`src/rtl/dbus_ic.sv`:
```
// rtl/dbus_ic.sv - data-bus interconnect: slave decode, byte strobes, load alignment
//
// Routes one core load/store at a time to one of NS slaves selected by
// m_addr[AW+2:AW]. Stores are presented as replicated data with byte
// strobes; loads come back as whole words and are aligned and sign- or
// zero-extended here. Misaligned, illegal-type and unmapped accesses are
// answered with an error and never reach a slave.
//
// Optional feature macro: DBUS_TIMEOUT_EN (abort a silent slave after TO_CYC cycles).
//
// Ports:
//   clk, rst           clock, asynchronous active-high reset
//   m_req_*, m_we, m_addr, m_wdata, m_rw_type   core request side
//   m_rsp_valid/rdata/err                       core response (one-cycle pulse)
//   s_req (one-hot), s_we, s_addr, s_wdata, s_wstrb  shared slave request bus
//   s_rsp_valid[NS], s_rdata[NS*32]             per-slave completion and read word
module dbus_ic #(
    parameter int NS     = 2,
    parameter int AW     = 18,
    parameter int TO_CYC = 15
) (
    input  logic             clk,
    input  logic             rst,
    input  logic             m_req_valid,
    output logic             m_req_ready,
    input  logic             m_we,
    input  logic [31:0]      m_addr,
    input  logic [31:0]      m_wdata,
    input  logic [2:0]       m_rw_type,
    output logic             m_rsp_valid,
    output logic [31:0]      m_rsp_rdata,
    output logic             m_rsp_err,
    output logic [NS-1:0]    s_req,
    output logic             s_we,
    output logic [AW-1:0]    s_addr,
    output logic [31:0]      s_wdata,
    output logic [3:0]       s_wstrb,
    input  logic [NS-1:0]    s_rsp_valid,
    input  logic [NS*32-1:0] s_rdata
);

    typedef enum logic [1:0] {IDLE, ISSUE, WAIT, RESP} state_t;

    state_t        state_q, state_d;
    logic          we_q, we_d;
    logic [2:0]    type_q, type_d;
    logic [1:0]    off_q, off_d;
    logic [2:0]    sel_q, sel_d;
    logic          err_q, err_d;
    logic [31:0]   rdata_q, rdata_d;
    logic [AW-1:0] addr_q, addr_d;
    logic [31:0]   wdata_q, wdata_d;
    logic [3:0]    wstrb_q, wstrb_d;
`ifdef DBUS_TIMEOUT_EN
    logic [7:0]    cnt_q, cnt_d;
    logic          unused_addr;
    assign unused_addr = ^m_addr[31:AW+3];
`else
    logic          unused_cfg;
    assign unused_cfg = ^{m_addr[31:AW+3], 8'(TO_CYC)};
`endif

    // Request-side decode, evaluated combinationally in the accept cycle.
    logic [2:0]  req_idx;
    logic        req_err;
    logic [3:0]  req_strb;
    logic [31:0] req_wdata;

    assign req_idx = m_addr[AW+2:AW];

    always_comb begin
        req_err = (m_rw_type == 3'b011) || (m_rw_type[2:1] == 2'b11)
               || (m_rw_type[1:0] == 2'b01 && m_addr[0])
               || (m_rw_type[1:0] == 2'b10 && m_addr[1:0] != 2'b00)
               || (32'(req_idx) >= NS);
        case (m_rw_type[1:0])
            2'b00: begin
                req_strb  = 4'b0001 << m_addr[1:0];
                req_wdata = {4{m_wdata[7:0]}};
            end
            2'b01: begin
                req_strb  = 4'b0011 << m_addr[1:0];
                req_wdata = {2{m_wdata[15:0]}};
            end
            default: begin
                req_strb  = 4'b1111;
                req_wdata = m_wdata;
            end
        endcase
    end

    // Selected-slave mux; also drives the one-hot request in ISSUE.
    logic        rsp_sel;
    logic [31:0] rd_sel;

    always_comb begin
        s_req   = '0;
        rsp_sel = 1'b0;
        rd_sel  = '0;
        for (int k = 0; k < NS; k++) begin
            if (sel_q == 3'(k)) begin
                s_req[k] = (state_q == ISSUE);
                rsp_sel  = s_rsp_valid[k];
                rd_sel   = s_rdata[32*k +: 32];
            end
        end
    end

    // Load alignment: shift the addressed lane down to bit 0, then extend.
    logic [31:0] shifted;
    logic [31:0] load_data;

    assign shifted = rd_sel >> {off_q, 3'b000};

    always_comb begin
        case (type_q)
            3'b000:  load_data = {{24{shifted[7]}}, shifted[7:0]};
            3'b001:  load_data = {{16{shifted[15]}}, shifted[15:0]};
            3'b100:  load_data = {24'd0, shifted[7:0]};
            3'b101:  load_data = {16'd0, shifted[15:0]};
            default: load_data = rd_sel;
        endcase
    end

    always_comb begin
        state_d = state_q;
        we_d    = we_q;
        type_d  = type_q;
        off_d   = off_q;
        sel_d   = sel_q;
        err_d   = err_q;
        rdata_d = rdata_q;
        addr_d  = addr_q;
        wdata_d = wdata_q;
        wstrb_d = wstrb_q;
`ifdef DBUS_TIMEOUT_EN
        cnt_d   = cnt_q;
`endif
        case (state_q)
            IDLE: begin
                if (m_req_valid && m_req_ready) begin
                    we_d    = m_we;
                    type_d  = m_rw_type;
                    off_d   = m_addr[1:0];
                    sel_d   = req_idx;
                    err_d   = req_err;
                    rdata_d = '0;
`ifdef DBUS_TIMEOUT_EN
                    cnt_d   = '0;
`endif
                    if (req_err) begin
                        state_d = RESP;
                    end else begin
                        // Slave bus fields only change for accesses that will be issued.
                        addr_d  = {m_addr[AW-1:2], 2'b00};
                        wdata_d = req_wdata;
                        wstrb_d = m_we ? req_strb : 4'b0000;
                        state_d = ISSUE;
                    end
                end
            end
            ISSUE, WAIT: begin
`ifdef DBUS_TIMEOUT_EN
                cnt_d = cnt_q + 8'd1;
`endif
                if (rsp_sel) begin
                    state_d = RESP;
                    err_d   = 1'b0;
                    rdata_d = we_q ? 32'd0 : load_data;
                end
`ifdef DBUS_TIMEOUT_EN
                else if (cnt_q + 8'd1 == 8'(TO_CYC)) begin
                    state_d = RESP;
                    err_d   = 1'b1;
                    rdata_d = '0;
                end
`endif
                else begin
                    state_d = WAIT;
                end
            end
            RESP:    state_d = IDLE;
            default: state_d = IDLE;
        endcase
    end

    always_ff @(posedge clk or posedge rst) begin
        if (rst) begin
            state_q <= IDLE;
            we_q    <= 1'b0;
            type_q  <= '0;
            off_q   <= '0;
            sel_q   <= '0;
            err_q   <= 1'b0;
            rdata_q <= '0;
            addr_q  <= '0;
            wdata_q <= '0;
            wstrb_q <= '0;
`ifdef DBUS_TIMEOUT_EN
            cnt_q   <= '0;
`endif
        end else begin
            state_q <= state_d;
            we_q    <= we_d;
            type_q  <= type_d;
            off_q   <= off_d;
            sel_q   <= sel_d;
            err_q   <= err_d;
            rdata_q <= rdata_d;
            addr_q  <= addr_d;
            wdata_q <= wdata_d;
            wstrb_q <= wstrb_d;
`ifdef DBUS_TIMEOUT_EN
            cnt_q   <= cnt_d;
`endif
        end
    end

    assign m_req_ready = (state_q == IDLE) && !rst;
    assign m_rsp_valid = (state_q == RESP);
    assign m_rsp_err   = err_q && (state_q == RESP);
    assign m_rsp_rdata = rdata_q;
    assign s_we        = we_q;
    assign s_addr      = addr_q;
    assign s_wdata     = wdata_q;
    assign s_wstrb     = wstrb_q;

endmodule

```
`config.mk`:
```
export PLATFORM = sky130hd
export DESIGN_NAME = dbus_ic
export DESIGN_NICKNAME = d
export VERILOG_FILES = /design/src/rtl/dbus_ic.sv
export SDC_FILE = /design/constraint.sdc
export NUM_CORES = 1
export LEC_CHECK = 0
export ABC_AREA = 1
export CAP_MARGIN = 20
export CORE_MARGIN = 8
export CORE_UTILIZATION = 24
export CTS_CLUSTER_SIZE = 24
export DETAILED_ROUTE_END_ITERATION = 7
export HOLD_SLACK_MARGIN = 0.05
export PLACE_DENSITY = 0.61
export SLEW_MARGIN = 20
export SYNTH_ARGS = -nofsm -noshare
export SYNTH_HDL_FRONTEND = slang
export SYNTH_SLANG_ARGS = --single-unit
```
`constraint.sdc`:
```
create_clock -name clk -period 4.2 [get_ports clk]
set_clock_uncertainty 0.05 [all_clocks]
set_input_delay 0.42 -clock clk [delete_from_list [all_inputs] [get_ports clk]]
set_output_delay 0.42 -clock clk [all_outputs]
set_load 0.02 [all_outputs]
```
==> flow_metrics.env <==
export IMPL_outcome="finished clean"
export IMPL_worstHoldPathType="reg -> reg"
export IMPL_synthCells=744
export IMPL_synth_edf_count=0
export IMPL_setup_violations=0
export IMPL_hold_viol_final=0
export IMPL_postLayoutCellArea_sq_um=8200
export IMPL_hold_start="m_rsp_rdata[7]$_DFFE_PP0P_"
export IMPL_cts_repair_resized=0
export IMPL_critical_path_required_ns=3.73
export IMPL_clock_latency_ns=0.35
export IMPL_drive_gt1_frac=0.0733
export IMPL_grt_start_max_net_pins=70
export IMPL_synthArstFlopShare=1.00
export IMPL_worst_slack_ns=1.15
export IMPL_fp_row_count=55
export IMPL_hold_end="m_rsp_rdata[7]$_DFFE_PP0P_"
export IMPL_grt_pass1_vias=5902
export IMPL_drt_iter0_markers=369
export IMPL_cts_buffers_inserted=9
export IMPL_critical_path_class="reg -> out"
export IMPL_place_ws_ns=1.47
export IMPL_route_detailed_drc=0
export IMPL_irDropWorstVdd_mv=0.301
export IMPL_dr_pass1_iters=5
export IMPL_cp_max_fo=22
export IMPL_critPathCaptureType="output pin"
export IMPL_hold_slack_ns=0.433
export IMPL_dpl_cell_area_sq_um=7910
export IMPL_areaGrowthSynthToFinish_pct=47.9
export IMPL_io_buffers=215
export IMPL_max_cap_violations=0
export IMPL_r2r_setup_slack_ns=1.47
export IMPL_synth_top_cell_by_area="dfrtp_1"
export IMPL_gp_congestion=0.866
export IMPL_maxSlewViolCount=0
export IMPL_nets=1076
export IMPL_powerDensity_nw_per_um2=726
export IMPL_dieArea_sq_um=28200
export IMPL_grt_setup_unrepaired="no"
export IMPL_synth_seq_cells=96
export IMPL_cts_hold_buf=0
export IMPL_worstPathArrival_ns=2.58
export IMPL_final_common_cell="nand2_1"
export IMPL_fin_crit_sh=0.727
export IMPL_netlist_top_cells_area="dfrtp_1 43%, nand2_1 18%, nand3_1 7.2%"
export IMPL_vias_per_cell=4.63
export IMPL_tns_ns=0
export IMPL_clock_path_buffers=2
export IMPL_start_util=0.245
export IMPL_ioPinCount=229
export IMPL_synthDistinctLibCells=33
export IMPL_wl_mm=22.0
export IMPL_hold_path_depth=2
export IMPL_fmax_mhz=328
export IMPL_cts_sinks=96
export IMPL_cts_tree="yes"
export IMPL_ys_warn_count=0
export IMPL_grt_pass1_wl_mm=34.1
export IMPL_synth_area_sq_um=5550
export IMPL_root_buffer="clkbuf_16"
export IMPL_gr_total_overflow=0
export IMPL_drt_wirelength_per_cell_um=17.9
export IMPL_avgSynthCellArea_sq_um=7.46
export IMPL_finalCriticalPeriod_ns=3.05
export IMPL_clk_transition_reported_paths_ns=0.08
export IMPL_floorplan_die_width_um=168
export IMPL_p_leak_nw=3.79
export IMPL_h_tree_depth=3
export IMPL_dp_hpwl_mm=16.7
export IMPL_dominantRegCellSynth="dfrtp_1"
export IMPL_gr_usage_all_layers=0.155
export IMPL_r2r_start="sel_q[1]$_DFFE_PP0P_"
export IMPL_vias=5679
export IMPL_die_y_um=168
export IMPL_fin_total_pwr_mw=5.96
export IMPL_cts_setup_buffers=0
export IMPL_r2r_cells=10
export IMPL_ant_nets=0
export IMPL_cp_start_kind="flop"
export IMPL_core_area_sq_um=22600
export IMPL_synth_top_area_frac=0.433
export IMPL_final_cell_mix="272 x nand2_1, 215 x clkdlybuf4s50_1, 96 x dfrtp_1"
export IMPL_seq_area_frac_synth=0.433
export IMPL_antenna_found_initial=2
export IMPL_slew_headroom=0.500
export IMPL_tightest_slew_ns=0.750
export IMPL_r2r_end="m_rsp_rdata[27]$_DFFE_PP0P_"
flip-flops by register name, summed over array words and instances, names as in the netlist:
name,flops
type_q,3
m_rsp_rdata,32
sel_q,3
state_q,2
s_we,1
s_wdata,32
s_addr,16
s_wstrb,4
err_q,1
off_q,2
critical path, cell delays in order (launching register included):
cell	delay [ns]
dfrtp_1	0.58
nor2_4	0.57
nand2_2	0.28
nor2_1	0.17
clkdlybuf4s50_1	0.63
worst max-delay path by stage:
stage,end,start,depth (start not counted)
after global placement,m_rsp_rdata[24]$_DFFE_PP0P_,sel_q[1]$_DFFE_PP0P_,10
after detailed placement,s_req[0],sel_q[0]$_DFFE_PP0P_,4
final,s_req[0],sel_q[0]$_DFFE_PP0P_,4
after floorplan,err_q$_DFFE_PP0P_,rst,1
after CTS,s_req[0],sel_q[0]$_DFFE_PP0P_,4
after global routing,s_req[0],sel_q[0]$_DFFE_PP0P_,4
report_power, final:
part	internal [mW]	leakage, nW	switching [mW]
logic	1.41	2.40	2.05
clock network	0.415	0.141	0.410
registers	1.35	1.25	0.323
total	3.18	3.79	2.78
synthesized netlist by cell type, types with 4 or more instances:
cell type / count
buf_2: 22
nand4_1: 14
inv_2: 7
clkbuf_1: 9
nor2_1: 51
o211ai_1: 5
nand2_1: 272
a21oi_1: 24
nand3_1: 80
o21ai_0: 33
and2_1: 7
nand3_2: 4
inv_1: 41
o21a_1: 24
buf_4: 7
dfrtp_1: 96
mux2_2: 22
routing by layer:
metal,share of wire,GRT usage,vias to the layer above
li1,-,-,2788
met1,0.43,0.185,2626
met2,0.44,0.247,244
met3,0.12,0.0751,19
met4,0.013,0.0415,2
met5,0.00059,0,-
layout make-up:
type,instances,area (sq um)
clock inverter,7,66.3
sequential,96,2400
tap,285,357
fill,2387,14400
inverter,49,186
clock buffer,9,225
timing repair buffer,222,2220
antenna,1,2.50
multi-input combinational,558,2750
per-stage QoR:
step | util | instances
2_1_floorplan | - | 745
3_3_place_gp | 0.349 | 1210
3_5_place_dp | 0.349 | 1210
4_1_cts | 0.362 | 1226
5_1_grt | 0.362 | 1226
6_report | 0.362 | 1227
cell families after synthesis:
logic type | synth area share
AND/OR/NAND/NOR | 0.345
flip-flops | 0.433
buffers and inverters | 0.0726
AO/OA/AOI/OAI | 0.0927
multiplexers | 0.0487
adder cells (fa/ha/maj) | 0.00677
other | 0.000676
No activity file was read; power rests on OpenSTA's default activity.
